**config.mk**
```make
export PLATFORM = sky130hd
export DESIGN_NAME = pipeline_hazard_ctrl
export DESIGN_NICKNAME = d
export VERILOG_FILES = /design/src/rtl/pipeline_hazard_ctrl.sv
export SDC_FILE = /design/constraint.sdc
export NUM_CORES = 1
export LEC_CHECK = 0
export CAP_MARGIN = 20
export CORE_MARGIN = 8
export CORE_UTILIZATION = 54
export CTS_CLUSTER_DIAMETER = 200
export DETAILED_ROUTE_END_ITERATION = 8
export DONT_BUFFER_PORTS = 1
export PLACE_DENSITY = 0.69
export REMOVE_ABC_BUFFERS = 1
export SYNTH_ARGS = -nofsm -noshare
export SYNTH_HDL_FRONTEND = slang
export SYNTH_SLANG_ARGS = --single-unit
```
**constraint.sdc**
```tcl
create_clock -name clk -period 3.3 [get_ports clk]
set_input_delay 0.66 -clock clk [delete_from_list [all_inputs] [get_ports clk]]
set_output_delay 0.66 -clock clk [all_outputs]
set_load 0.03 [all_outputs]
```
**src/rtl/pipeline_hazard_ctrl.sv**
```systemverilog
`default_nettype none
// ============================================================================
// Module   : pipeline_hazard_ctrl
// Brief    : Stall/flush/forward scheduler for the 5-stage riscv_cpu pipeline.
//            Optional perf counters enabled by defining HAZARD_PERF_CNT_EN.
// Revision : 1.0 - initial release
// ============================================================================
module pipeline_hazard_ctrl #(
    parameter int MUL_LATENCY = 3,
    parameter int REG_AW      = 5
) (
    input  logic              clk,
    input  logic              rst,
    input  logic [REG_AW-1:0] rs1_d,
    input  logic [REG_AW-1:0] rs2_d,
    input  logic              rs1_use_d,
    input  logic              rs2_use_d,
    input  logic [REG_AW-1:0] rs1_e,
    input  logic [REG_AW-1:0] rs2_e,
    input  logic [REG_AW-1:0] rd_e,
    input  logic              reg_wr_e,
    input  logic              load_e,
    input  logic              mul_e,
    input  logic              redirect_e,
    input  logic [REG_AW-1:0] rd_m,
    input  logic              reg_wr_m,
    input  logic [REG_AW-1:0] rd_w,
    input  logic              reg_wr_w,
    input  logic              halt_w,
    output logic              advance_fd,
    output logic              advance_de,
    output logic              advance_em,
    output logic              advance_mw,
    output logic              flush_fd,
    output logic              flush_de,
    output logic              bubble_de,
    output logic              bubble_em,
    output logic [1:0]        fwd_a_sel,
    output logic [1:0]        fwd_b_sel,
    output logic              mul_busy,
`ifdef HAZARD_PERF_CNT_EN
    output logic              halted,
    output logic [31:0]       stall_cycles,
    output logic [31:0]       flush_events
`else
    output logic              halted
`endif
);

    localparam int               c_CNT_W    = (MUL_LATENCY > 1) ? $clog2(MUL_LATENCY) : 1;
    localparam logic [c_CNT_W-1:0] c_CNT_LOAD = c_CNT_W'(MUL_LATENCY - 1);
    localparam logic [c_CNT_W-1:0] c_CNT_ONE  = c_CNT_W'(1);

    typedef enum logic [1:0] {
        ST_RUN      = 2'd0,
        ST_MUL_WAIT = 2'd1,
        ST_HALTED   = 2'd2
    } state_t;

    state_t             state_q, state_d;
    logic [c_CNT_W-1:0] mul_cnt_q, mul_cnt_d;
    logic               mul_done_q, mul_done_d;

    logic       w_load_use;
    logic       w_mul_start;
    logic       w_adv_fd, w_adv_de, w_adv_em, w_adv_mw;
    logic       w_flush_fd, w_flush_de, w_bubble_de, w_bubble_em;
    logic [1:0] w_fwd_a, w_fwd_b;

    function automatic logic [1:0] fwd_pick(
        input logic [REG_AW-1:0] rs,
        input logic              wr_m,
        input logic [REG_AW-1:0] dst_m,
        input logic              wr_w,
        input logic [REG_AW-1:0] dst_w
    );
        if (wr_m && (dst_m != '0) && (dst_m == rs))
            return 2'b10;
        else if (wr_w && (dst_w != '0) && (dst_w == rs))
            return 2'b01;
        else
            return 2'b00;
    endfunction

    assign w_load_use = load_e && reg_wr_e && (rd_e != '0) &&
                        ((rs1_use_d && (rs1_d == rd_e)) || (rs2_use_d && (rs2_d == rd_e)));

    // mul_done_q keeps a finished mul from re-arming while it leaves EX
    assign w_mul_start = (MUL_LATENCY > 1) && mul_e && !mul_done_q;

    assign w_fwd_a = fwd_pick(rs1_e, reg_wr_m, rd_m, reg_wr_w, rd_w);
    assign w_fwd_b = fwd_pick(rs2_e, reg_wr_m, rd_m, reg_wr_w, rd_w);

    always_comb begin
        state_d     = state_q;
        mul_cnt_d   = mul_cnt_q;
        mul_done_d  = 1'b0;
        w_adv_fd    = 1'b1;
        w_adv_de    = 1'b1;
        w_adv_em    = 1'b1;
        w_adv_mw    = 1'b1;
        w_flush_fd  = 1'b0;
        w_flush_de  = 1'b0;
        w_bubble_de = 1'b0;
        w_bubble_em = 1'b0;
        case (state_q)
            ST_RUN: begin
                if (redirect_e) begin
                    w_flush_fd = 1'b1;
                    w_flush_de = 1'b1;
                end else if (w_mul_start) begin
                    w_adv_fd    = 1'b0;
                    w_adv_de    = 1'b0;
                    w_adv_em    = 1'b0;
                    w_bubble_em = 1'b1;
                    mul_cnt_d   = c_CNT_LOAD;
                    state_d     = ST_MUL_WAIT;
                end else if (w_load_use) begin
                    w_adv_fd    = 1'b0;
                    w_bubble_de = 1'b1;
                end
                if (halt_w)
                    state_d = ST_HALTED;
            end
            ST_MUL_WAIT: begin
                w_adv_fd    = 1'b0;
                w_adv_de    = 1'b0;
                w_adv_em    = 1'b0;
                w_bubble_em = 1'b1;
                mul_cnt_d   = mul_cnt_q - c_CNT_ONE;
                if (mul_cnt_q == c_CNT_ONE) begin
                    state_d    = ST_RUN;
                    mul_done_d = 1'b1;
                end
                if (halt_w)
                    state_d = ST_HALTED;
            end
            ST_HALTED: begin
                w_adv_fd = 1'b0;
                w_adv_de = 1'b0;
                w_adv_em = 1'b0;
                w_adv_mw = 1'b0;
            end
            default: begin
                state_d = ST_RUN;
            end
        endcase
    end

    // Reset overrides every combinational path, forwarding included
    always_comb begin
        advance_fd = 1'b0;
        advance_de = 1'b0;
        advance_em = 1'b0;
        advance_mw = 1'b0;
        flush_fd   = 1'b0;
        flush_de   = 1'b0;
        bubble_de  = 1'b0;
        bubble_em  = 1'b0;
        fwd_a_sel  = 2'b00;
        fwd_b_sel  = 2'b00;
        mul_busy   = 1'b0;
        halted     = 1'b0;
        if (!rst) begin
            advance_fd = w_adv_fd;
            advance_de = w_adv_de;
            advance_em = w_adv_em;
            advance_mw = w_adv_mw;
            flush_fd   = w_flush_fd;
            flush_de   = w_flush_de;
            bubble_de  = w_bubble_de;
            bubble_em  = w_bubble_em;
            fwd_a_sel  = w_fwd_a;
            fwd_b_sel  = w_fwd_b;
            mul_busy   = (state_q == ST_MUL_WAIT);
            halted     = (state_q == ST_HALTED);
        end
    end

    always_ff @(posedge clk) begin
        if (rst) begin
            state_q    <= ST_RUN;
            mul_cnt_q  <= '0;
            mul_done_q <= 1'b0;
        end else begin
            state_q    <= state_d;
            mul_cnt_q  <= mul_cnt_d;
            mul_done_q <= mul_done_d;
        end
    end

`ifdef HAZARD_PERF_CNT_EN
    logic [31:0] stall_cycles_q, stall_cycles_d;
    logic [31:0] flush_events_q, flush_events_d;

    always_comb begin
        stall_cycles_d = stall_cycles_q;
        flush_events_d = flush_events_q;
        if (!w_adv_fd && (state_q != ST_HALTED) && (stall_cycles_q != 32'hFFFF_FFFF))
            stall_cycles_d = stall_cycles_q + 32'd1;
        if (w_flush_fd && (flush_events_q != 32'hFFFF_FFFF))
            flush_events_d = flush_events_q + 32'd1;
    end

    always_ff @(posedge clk) begin
        if (rst) begin
            stall_cycles_q <= '0;
            flush_events_q <= '0;
        end else begin
            stall_cycles_q <= stall_cycles_d;
            flush_events_q <= flush_events_d;
        end
    end

    assign stall_cycles = stall_cycles_q;
    assign flush_events = flush_events_q;
`endif

    // Illegal pipeline combinations that upstream decode must never produce
    always_ff @(posedge clk) begin
        if (!rst) begin
            assert (!((state_q == ST_MUL_WAIT) && redirect_e));
            assert (!((state_q == ST_RUN) && load_e && mul_e));
        end
    end

endmodule
`default_nettype wire
```
==> out/qor.txt <==
PD cells: 275 nW/um^2
drt via density: 5.78
Post-CTS Resized: 0
antenna cells: 0
hold_buf cts: 0
internal power: 0.000154 W
CP max stage delay: 520 ps
nets: 163
synthesis warning total: 0
Worst EP required: 2640 ps
final hold vios: 0
hold path cells: 1
Period minus WS final: 2610 ps
clock skew: 5.12 ps
vias in the first global route: 766
GRT Total Usage: 14.1%
max cap viols: 0
CP max stage cell: or4_1
RR Endpoint: mul_done_q
Clock Pin Slew Worst Setup and Hold Paths: 40 ps
deepest clock path buffer count: 2
reg2reg path depth: 4
initial antenna violation count: 0
Final Cycle Share: 79.2%
Starting Density: 55.2%
Cell Rows: 14
Avg WL per Cell: 16.1 um
Final GP Congestion: 0.785
Hold Path Sink: state_q[0]
multi-input logic area: 657 sq um
first-pass GRT wire length: 3150 um
crit-path cells: or4_1, o21ai_2, nor3_2, nor4_2, buf_4
clock latency on the worst-skew pair: 250 ps
fin cells: 128
IO Pins: 60
largest net degree at the start of global routing: 15
DR iter-0 viols: 14
R2R Setup Slk: 1820 ps
RSZ-0062 raised after global routing: no
Setup TNS: 0 ps
Die ar.: 2950 sq um
sequential cell area fraction in the yosys report: 12.6%
FF-to-FF Start: state_q[1]
grt ovf: 0
hold path start: rst
CTS H-tree lvls: 1
CTS Sinks: 5
DRC viols: 0
ratio of cells with drive above 1 in the final layout: 14.3%
TritonCTS Buffers: 3
CTS root buffer: clkbuf_4
Sequential Area: 100 sq um
register share of total power: 27.9%
Layout area overhead: 10.7%
final wirelength: 2060 um
f_max: 383 MHz
final-report setup violation count: 0
maximum vdd drop: 152 uV
Max Slew Vio Count: 0
Critical Path Sink Type: primary output
P_leak: 0.331 nW
clock share of power: 30.2%
Die Ht: 54.3 um
worst setup path class: input port to primary output
setup repair bufs after CTS: 0
worst-margin pin slew: 663 ps
DP Cell Count: 124
crit path DAT: 1950 ps
dpl hpwl: 1840 um
Avg Cell Area, Syn: 7.63 sq um
switching part of the total: 36.2%
Slew HR: 55.7%
drt first pass iters: 4
CP startpoint kind: input port
Psw: 0.0000874 W
status: finished clean
Core Box Area: 1440 sq um
Seq cells post-synth: 5
antenna-violating nets left: 0
Unique masters post-synth: 32
Vias: 740
Comb power frac: 41.9%
number of cells produced by synthesis: 104
CTS tree: yes
cell area after synthesis: 793 sq um
Hold WC Path Type: input port to register
die span in x: 54.3 um
worst-path fanout max: 4
# fillers: 148
IO buf count: 0
==> worst max-delay path by stage <==
stage,from,end,slack (ps),cells after the start
floorplan,mul_e,advance_fd,-70,4
global placement,rd_m[1],fwd_a_sel[0],720,5
detailed placement,rd_m[1],fwd_a_sel[0],670,5
CTS,rd_m[1],fwd_a_sel[0],680,5
global route,state_q[1],advance_fd,550,7
finish,rd_m[1],fwd_a_sel[0],690,5
==> area by class of cell <==
cell class	count	share of cell area, %
Clock buffer	4	2.99
Sequential cell	5	11.4
Multi-Input combinational cell	90	74.8
Timing Repair Buffer	7	5.98
Inverter	6	2.56
Tap cell	16	2.28
==> per-layer routing <==
layer	global-route usage [%]	part of all wire (%)	vias up
li1	-	-	377
met1	12.5	29	323
met2	25.2	53	38
met3	7.07	17	2
met4	8.61	1.0	0
met5	0	0	-
==> synthesized netlist by cell type <==
| cell type | number | area, sq um |
|---|---|---|
| xor2_1 | 16 | 140 |
| xnor2_1 | 14 | 123 |
| inv_1 | 6 | 22.5 |
| nor2_1 | 6 | 22.5 |
| nor3_1 | 6 | 30.0 |
| dfxtp_1 | 5 | 100 |
| a21oi_1 | 4 | 20.0 |
| ha_1 | 4 | 50.1 |
| nand2_1 | 4 | 15.0 |
| nand3_1 | 4 | 20.0 |
| nor4_1 | 4 | 25.0 |
| or4_1 | 4 | 30.0 |
| nand2b_1 | 3 | 18.8 |
| o21ai_0 | 3 | 15.0 |
| a311oi_1 | 2 | 17.5 |
| buf_4 | 2 | 15.0 |
| nor2b_1 | 2 | 12.5 |
| a211oi_1 | 1 | 7.51 |
| a21boi_0 | 1 | 7.51 |
| a21o_1 | 1 | 7.51 |
| a32oi_1 | 1 | 8.76 |
| and2_0 | 1 | 6.26 |
| and2_1 | 1 | 6.26 |
| and3b_1 | 1 | 8.76 |
| clkbuf_1 | 1 | 3.75 |
| nor3_2 | 1 | 10.0 |
| nor4_2 | 1 | 12.5 |
| o21a_1 | 1 | 7.51 |
| o21ai_1 | 1 | 5.00 |
| o21ai_2 | 1 | 8.76 |
| o21ba_2 | 1 | 10.0 |
| or2_2 | 1 | 6.26 |
==> power by group through the flow <==
stage                     clock [W]  combinational, W  sequential (W)
after floorplan                   0         0.0000858       0.0000678
after global placement            0         0.0000996       0.0000682
after detailed placement          0          0.000102       0.0000684
after CTS                 0.0000739          0.000102       0.0000675
after global routing      0.0000798          0.000113       0.0000681
final                     0.0000729          0.000101       0.0000675
==> flip-flops by register name, indices dropped and copies added (netlist names) <==
name and cells:
mul_done_q 1, state_q 2, mul_cnt_q 2
==> cells by family (layout without fill, tap and decap cells) <==
family	Yosys count	after routing	synth area share (%)
AND/OR/NAND/NOR	39	39	28.2
buffers and inverters	9	17	5.20
XOR/XNOR	30	30	33.1
adder cells (fa/ha/maj)	4	4	6.31
AO/OA/AOI/OAI	17	17	14.5
flip-flops	5	5	12.6
==> stage by stage <==
stage                     cell area (sq um)  total power (W)  utilization, %  setup slack [ps]  hold WS, ps
final                                   878         0.000242            61.1               686          483
after global routing                    878         0.000261            61.1               549          474
after CTS                               878         0.000244            61.1               676          481
after detailed placement                852         0.000170            59.3               669          486
after global placement                  852         0.000168            59.3               719          479
after floorplan                         774         0.000154               -             -70.6          461
==> placed cells by master (no fill, tap or decap) <==
master / netlist / routed
clkbuf_4: 0 / 3
nor4_1: 4 / 4
or4_1: 4 / 4
o21ai_2: 1 / 1
nor3_1: 6 / 6
o21ai_0: 3 / 3
and2_1: 1 / 1
ha_1: 4 / 4
xor2_1: 16 / 16
clkbuf_1: 1 / 1
and3b_1: 1 / 1
nand2b_1: 3 / 3
a32oi_1: 1 / 1
nand3_1: 4 / 4
dfxtp_1: 5 / 5
and2_0: 1 / 1
a311oi_1: 2 / 2
a21o_1: 1 / 1
xnor2_1: 14 / 14
nor2_1: 6 / 6
nor2b_1: 2 / 2
nor3_2: 1 / 1
or2_2: 1 / 1
a21boi_0: 1 / 1
a211oi_2: 0 / 1
o21ba_2: 1 / 1
o21a_1: 1 / 1
inv_1: 6 / 6
nand2_1: 4 / 4
nor4_2: 1 / 1
a21oi_1: 4 / 4
o21ai_1: 1 / 1
buf_4: 2 / 7
==> critical path, delay by kind of cell <==
family / cells / cell delay (ps)
buffers and inverters: 1 / 210
and+or+nand+nor: 3 / 880
AOI/OAI and AO/OA: 1 / 200
Note: power is estimated with default switching activity, not from simulation.
